--- src/rtl/hsc_tdc_top.sv ---
// rtl/hsc_tdc_top.sv - delay-line TDC: launch select, pulse shaping, tap capture, popcount
// Stages are kept as separate cells so synthesis preserves the physical chain.

module hsc_tdc_stage #(
  parameter string DL_TYPE = "DNAND"
) (
  input  logic en,
  input  logic x,
  output logic y
);
  generate
    if (DL_TYPE == "DNAND") begin : g_dnand
      (* keep = "true", dont_touch = "true" *) logic n1;
      (* keep = "true", dont_touch = "true" *) logic n2;
      assign n1 = ~(en & x);
      assign n2 = ~(en & n1);
      assign y  = n2;
    end else if (DL_TYPE == "BUF") begin : g_buf
      (* keep = "true", dont_touch = "true" *) logic b;
      logic unused_en;
      assign unused_en = en;
      assign b = x;
      assign y = b;
    end else begin : g_bad_type
      $error("hsc_tdc_stage: unsupported DL_TYPE");
    end
  endgenerate
endmodule

module hsc_tdc_top #(
  parameter int    N          = 64,
  parameter string DL_TYPE    = "DNAND",
  parameter int    N_SYNC     = 1,
  parameter string POP_METHOD = "SV",
  parameter int    PG_LEN     = 4
) (
  input  logic                 clk_capture,
  input  logic                 rst,
  input  logic                 clk_launch,
  input  logic                 en,
  input  logic                 val_in,
  input  logic                 pg_src,
  input  logic                 pg_bypass,
  input  logic                 pg_in,
  input  logic                 pg_tog,
  output logic [$clog2(N):0]   hw,
  output logic                 val_out
);
  localparam int HW_W = $clog2(N) + 1;

  generate
    if (N < 4 || (N & (N - 1)) != 0) begin : g_bad_n
      $error("hsc_tdc_top: N must be a power of two >= 4");
    end
    if (N_SYNC < 1) begin : g_bad_sync
      $error("hsc_tdc_top: N_SYNC must be >= 1");
    end
    if (PG_LEN < 1) begin : g_bad_pg
      $error("hsc_tdc_top: PG_LEN must be >= 1");
    end
    if (DL_TYPE != "DNAND" && DL_TYPE != "BUF") begin : g_bad_dl
      $error("hsc_tdc_top: DL_TYPE must be DNAND or BUF");
    end
  endgenerate

  logic          src;
  logic          s;
  logic          line_in;
  logic [PG_LEN:0] pg_chain;
  logic [N-1:0]  dl;
  logic [N-1:0]  tap;

  assign src = pg_src ? pg_in : clk_launch;
  assign s   = src ^ pg_tog;

  // Pulse width is the propagation time of the internal chain; in zero-delay sim it collapses to 0.
  assign pg_chain[0] = s;
  generate
    for (genvar p = 0; p < PG_LEN; p++) begin : g_pg
      hsc_tdc_stage #(.DL_TYPE(DL_TYPE)) u_pg_stage (
        .en (1'b1),
        .x  (pg_chain[p]),
        .y  (pg_chain[p+1])
      );
    end
  endgenerate

  assign line_in = pg_bypass ? s : (s & ~pg_chain[PG_LEN]);

  generate
    for (genvar i = 0; i < N; i++) begin : g_dl
      if (i == 0) begin : g_first
        hsc_tdc_stage #(.DL_TYPE(DL_TYPE)) u_stage (
          .en (en),
          .x  (line_in & en),
          .y  (dl[0])
        );
      end else begin : g_rest
        hsc_tdc_stage #(.DL_TYPE(DL_TYPE)) u_stage (
          .en (en),
          .x  (dl[i-1]),
          .y  (dl[i])
        );
      end
    end
  endgenerate

  // A disabled DNAND stage drives 1; qualifying with en forces idle taps to 0 uniformly.
  assign tap = dl & {N{en}};

  logic [N-1:0]      sync_q [N_SYNC];
  logic [N_SYNC-1:0] val_q;
  logic [N-1:0]      last;
  logic [HW_W-1:0]   pop;

  assign last = sync_q[N_SYNC-1];

  generate
    if (POP_METHOD == "SV") begin : g_pop_sv
      always_comb begin
        pop = '0;
        for (int i = 0; i < N; i++) begin
          pop = pop + HW_W'(last[i]);
        end
      end
    end else if (POP_METHOD == "TREE") begin : g_pop_tree
      // Heap-ordered tree: node k sums children 2k and 2k+1; leaves sit at N..2N-1.
      logic [HW_W-1:0] node [1:2*N-1];
      for (genvar i = 0; i < N; i++) begin : g_leaf
        assign node[N+i] = HW_W'(last[i]);
      end
      for (genvar k = 1; k < N; k++) begin : g_sum
        assign node[k] = node[2*k] + node[2*k+1];
      end
      assign pop = node[1];
    end else begin : g_bad_pop
      $error("hsc_tdc_top: POP_METHOD must be SV or TREE");
    end
  endgenerate

  always_ff @(posedge clk_capture or posedge rst) begin
    if (rst) begin
      for (int k = 0; k < N_SYNC; k++) begin
        sync_q[k] <= '0;
      end
      val_q   <= '0;
      hw      <= '0;
      val_out <= 1'b0;
    end else if (en) begin
      sync_q[0] <= tap;
      val_q[0]  <= val_in;
      for (int k = 1; k < N_SYNC; k++) begin
        sync_q[k] <= sync_q[k-1];
        val_q[k]  <= val_q[k-1];
      end
      hw      <= pop;
      val_out <= val_q[N_SYNC-1];
    end
  end
endmodule

--- config.mk ---
export PLATFORM = sky130hd
export DESIGN_NAME = hsc_tdc_top
export DESIGN_NICKNAME = d
export VERILOG_FILES = /design/src/rtl/hsc_tdc_top.sv
export SDC_FILE = /design/constraint.sdc
export NUM_CORES = 1
export LEC_CHECK = 0
export CAP_MARGIN = 5
export CORE_ASPECT_RATIO = 1.25
export CORE_UTILIZATION = 45
export CTS_CLUSTER_DIAMETER = 30
export DETAILED_ROUTE_END_ITERATION = 8
export PLACE_DENSITY = 0.67
export SYNTH_ARGS = -nofsm -noshare
export SYNTH_HDL_FRONTEND = slang
export SYNTH_SLANG_ARGS = --single-unit
--- constraint.sdc ---
create_clock -name clk_capture -period 6.61 [get_ports clk_capture]
set_input_delay 0.9915 -clock clk_capture [delete_from_list [all_inputs] [get_ports clk_capture]]
set_output_delay 0.9915 -clock clk_capture [all_outputs]
set_load 0.01 [all_outputs]
==> metrics.cfg <==
[sta]
fmax_mhz = 169.8
slew_headroom = 0.6226
hold_viol_final = 0
hold_ws_ns = 0.5072
setup-tns-final_ns = 0
worst_pin_slew_ns = 0.5644
rsz0062_at_grt = false
min_period_ns = 5.888
finClkSkew_ns = 0.007797
drv_slew = 0
setup_violations = 0
finalCritPeriodShare = 0.8908

[logic_synthesis]
syn_nets = 234
avgSynthCellArea_sq_um = 10.78
synth_warnings = 0
syn-cell-area_sq_um = 1747
syn_inst = 162

[routing]
drt_iter0_markers = 23
wl_per_cell_um = 12.69
wirelength_um = 2780
antenna_left = 0
avgViaCountPerCell = 5.046
drcViolationCount = 0
firstDrtPassIters = 4
num_vias = 1105

[critical_path]
crit_required_ns = 6.73
crit_fanout = 4
worstRegToRegCells = 19
endpoint_kind = flip-flop
arrival_ns = 6.01
setup.worst_path.start_class = flip-flop
critPathKind = flip-flop to flip-flop

[layout]
finalNetCount = 253
layout-drive-gt1-share = 0.1056
diodes = 0
syn2layout_area_growth_pct = 14.90
stdcell_count = 219
finalInstanceArea_sq_um = 2007
fill_cells = 312

[clock_network]
path_clk_slew_ns = 0.05
cts_buffers = 3
cts_resized = 0
ctsHoldBuffers = 0
cts_root_buf = clkbuf_8
clk_latency_ns = 0.25
post_cts_buffers = 0
htree_levels = 1
cts_buffer_depth = 2
cts_num_sinks = 10
cts_tree = done

[grt]
grt_max_degree = 25
grt_pass1_wl_um = 5278
antenna_found_initial = 0
track_usage = 0.1660
grt_overflow = 0
grt_pass1_vias = 1256

[floorplan]
die_h_um = 71.66
dieArea_sq_um = 4136
die_w_um = 57.73
start_util = 0.4847
core_area_sq_um = 3603
num_rows = 24
ios = 17

[placed_design]
dpl.hpwl_um = 2445
place_inst = 215
placedInstanceArea_sq_um = 1952
place_congestion = 0.8321
port_buffers = 16

[status]
status = completed

[hold_path]
hold_depth = 1
hold_path_class = flip-flop to flip-flop

[job]
drv_cap = 0

[worst paths after layout]
kind                          start       end  slack [ns]
setup / recovery           last[62]     hw[4]        0.72
hold / removal              val_out   val_out        0.51
setup reg to reg           last[62]     hw[4]        0.72
hold reg to reg             val_out   val_out        0.51
max in group asynchronous       rst  last[62]        5.27
min in group asynchronous       rst     hw[3]        1.04
[area by class of cell]
cell class | instances | area, sq um | share of cell area
multi-input combinational | 107 | 1319 | 0.6571
sequential | 10 | 251.5 | 0.1253
timing repair buffer | 19 | 182.7 | 0.09102
inverter | 40 | 150.1 | 0.07481
clock buffer | 4 | 55.05 | 0.02743
tap | 39 | 48.80 | 0.02431
[sequential cells by signal, summed over array words and instances, names as in the netlist]
register / cells
hw: 7
last: 1
val_out: 1
val_q: 1
[critical path, stage by stage, from the launching register on]
cell	delay (ns)
dfrtp_2	0.38
inv_1	0.06
ha_1	0.29
inv_1	0.06
ha_1	0.18
or2_2	0.31
fa_1	0.49
inv_1	0.05
fa_1	0.47
inv_1	0.06
fa_1	0.51
fa_1	0.52
fa_1	0.55
inv_1	0.05
fa_1	0.53
inv_1	0.07
fa_1	0.46
a21o_2	0.24
a22o_1	0.20
o31ai_1	0.30
[cells in the final DEF (no fill, tap or decap), drive strengths merged, types with 2 or more instances in the layout]
| cell | count |
|---|---|
| nand3b | 2 |
| a21o | 2 |
| dfrtp | 10 |
| or2 | 5 |
| clkdlybuf4s50 | 16 |
| clkbuf | 4 |
| mux2 | 4 |
| a21oi | 3 |
| a211oi | 2 |
| inv | 40 |
| buf | 3 |
| nor2 | 5 |
| nand2 | 4 |
| ha | 34 |
| fa | 29 |
| xnor2 | 2 |
[per-stage QoR]
| stage | util | setup slack (ns) |
|---|---|---|
| global route | 0.5569 | 0.4428 |
| floorplan | - | 0.04016 |
| global placement | 0.5417 | 0.8716 |
| finish | 0.5569 | 0.7216 |
| detailed placement | 0.5417 | 0.7445 |
| CTS | 0.5569 | 0.7008 |
[layer usage]
layer	track usage	wire length (um)	part of all wire
met1	0.1967	1109	0.40
met2	0.2972	1507	0.54
met3	0.02708	77	0.028
met4	0.06614	85	0.031
met5	0	0	0
Power is not shown: default switching activity piles up to over one toggle a cycle in this logic, so the estimate is an artifact.
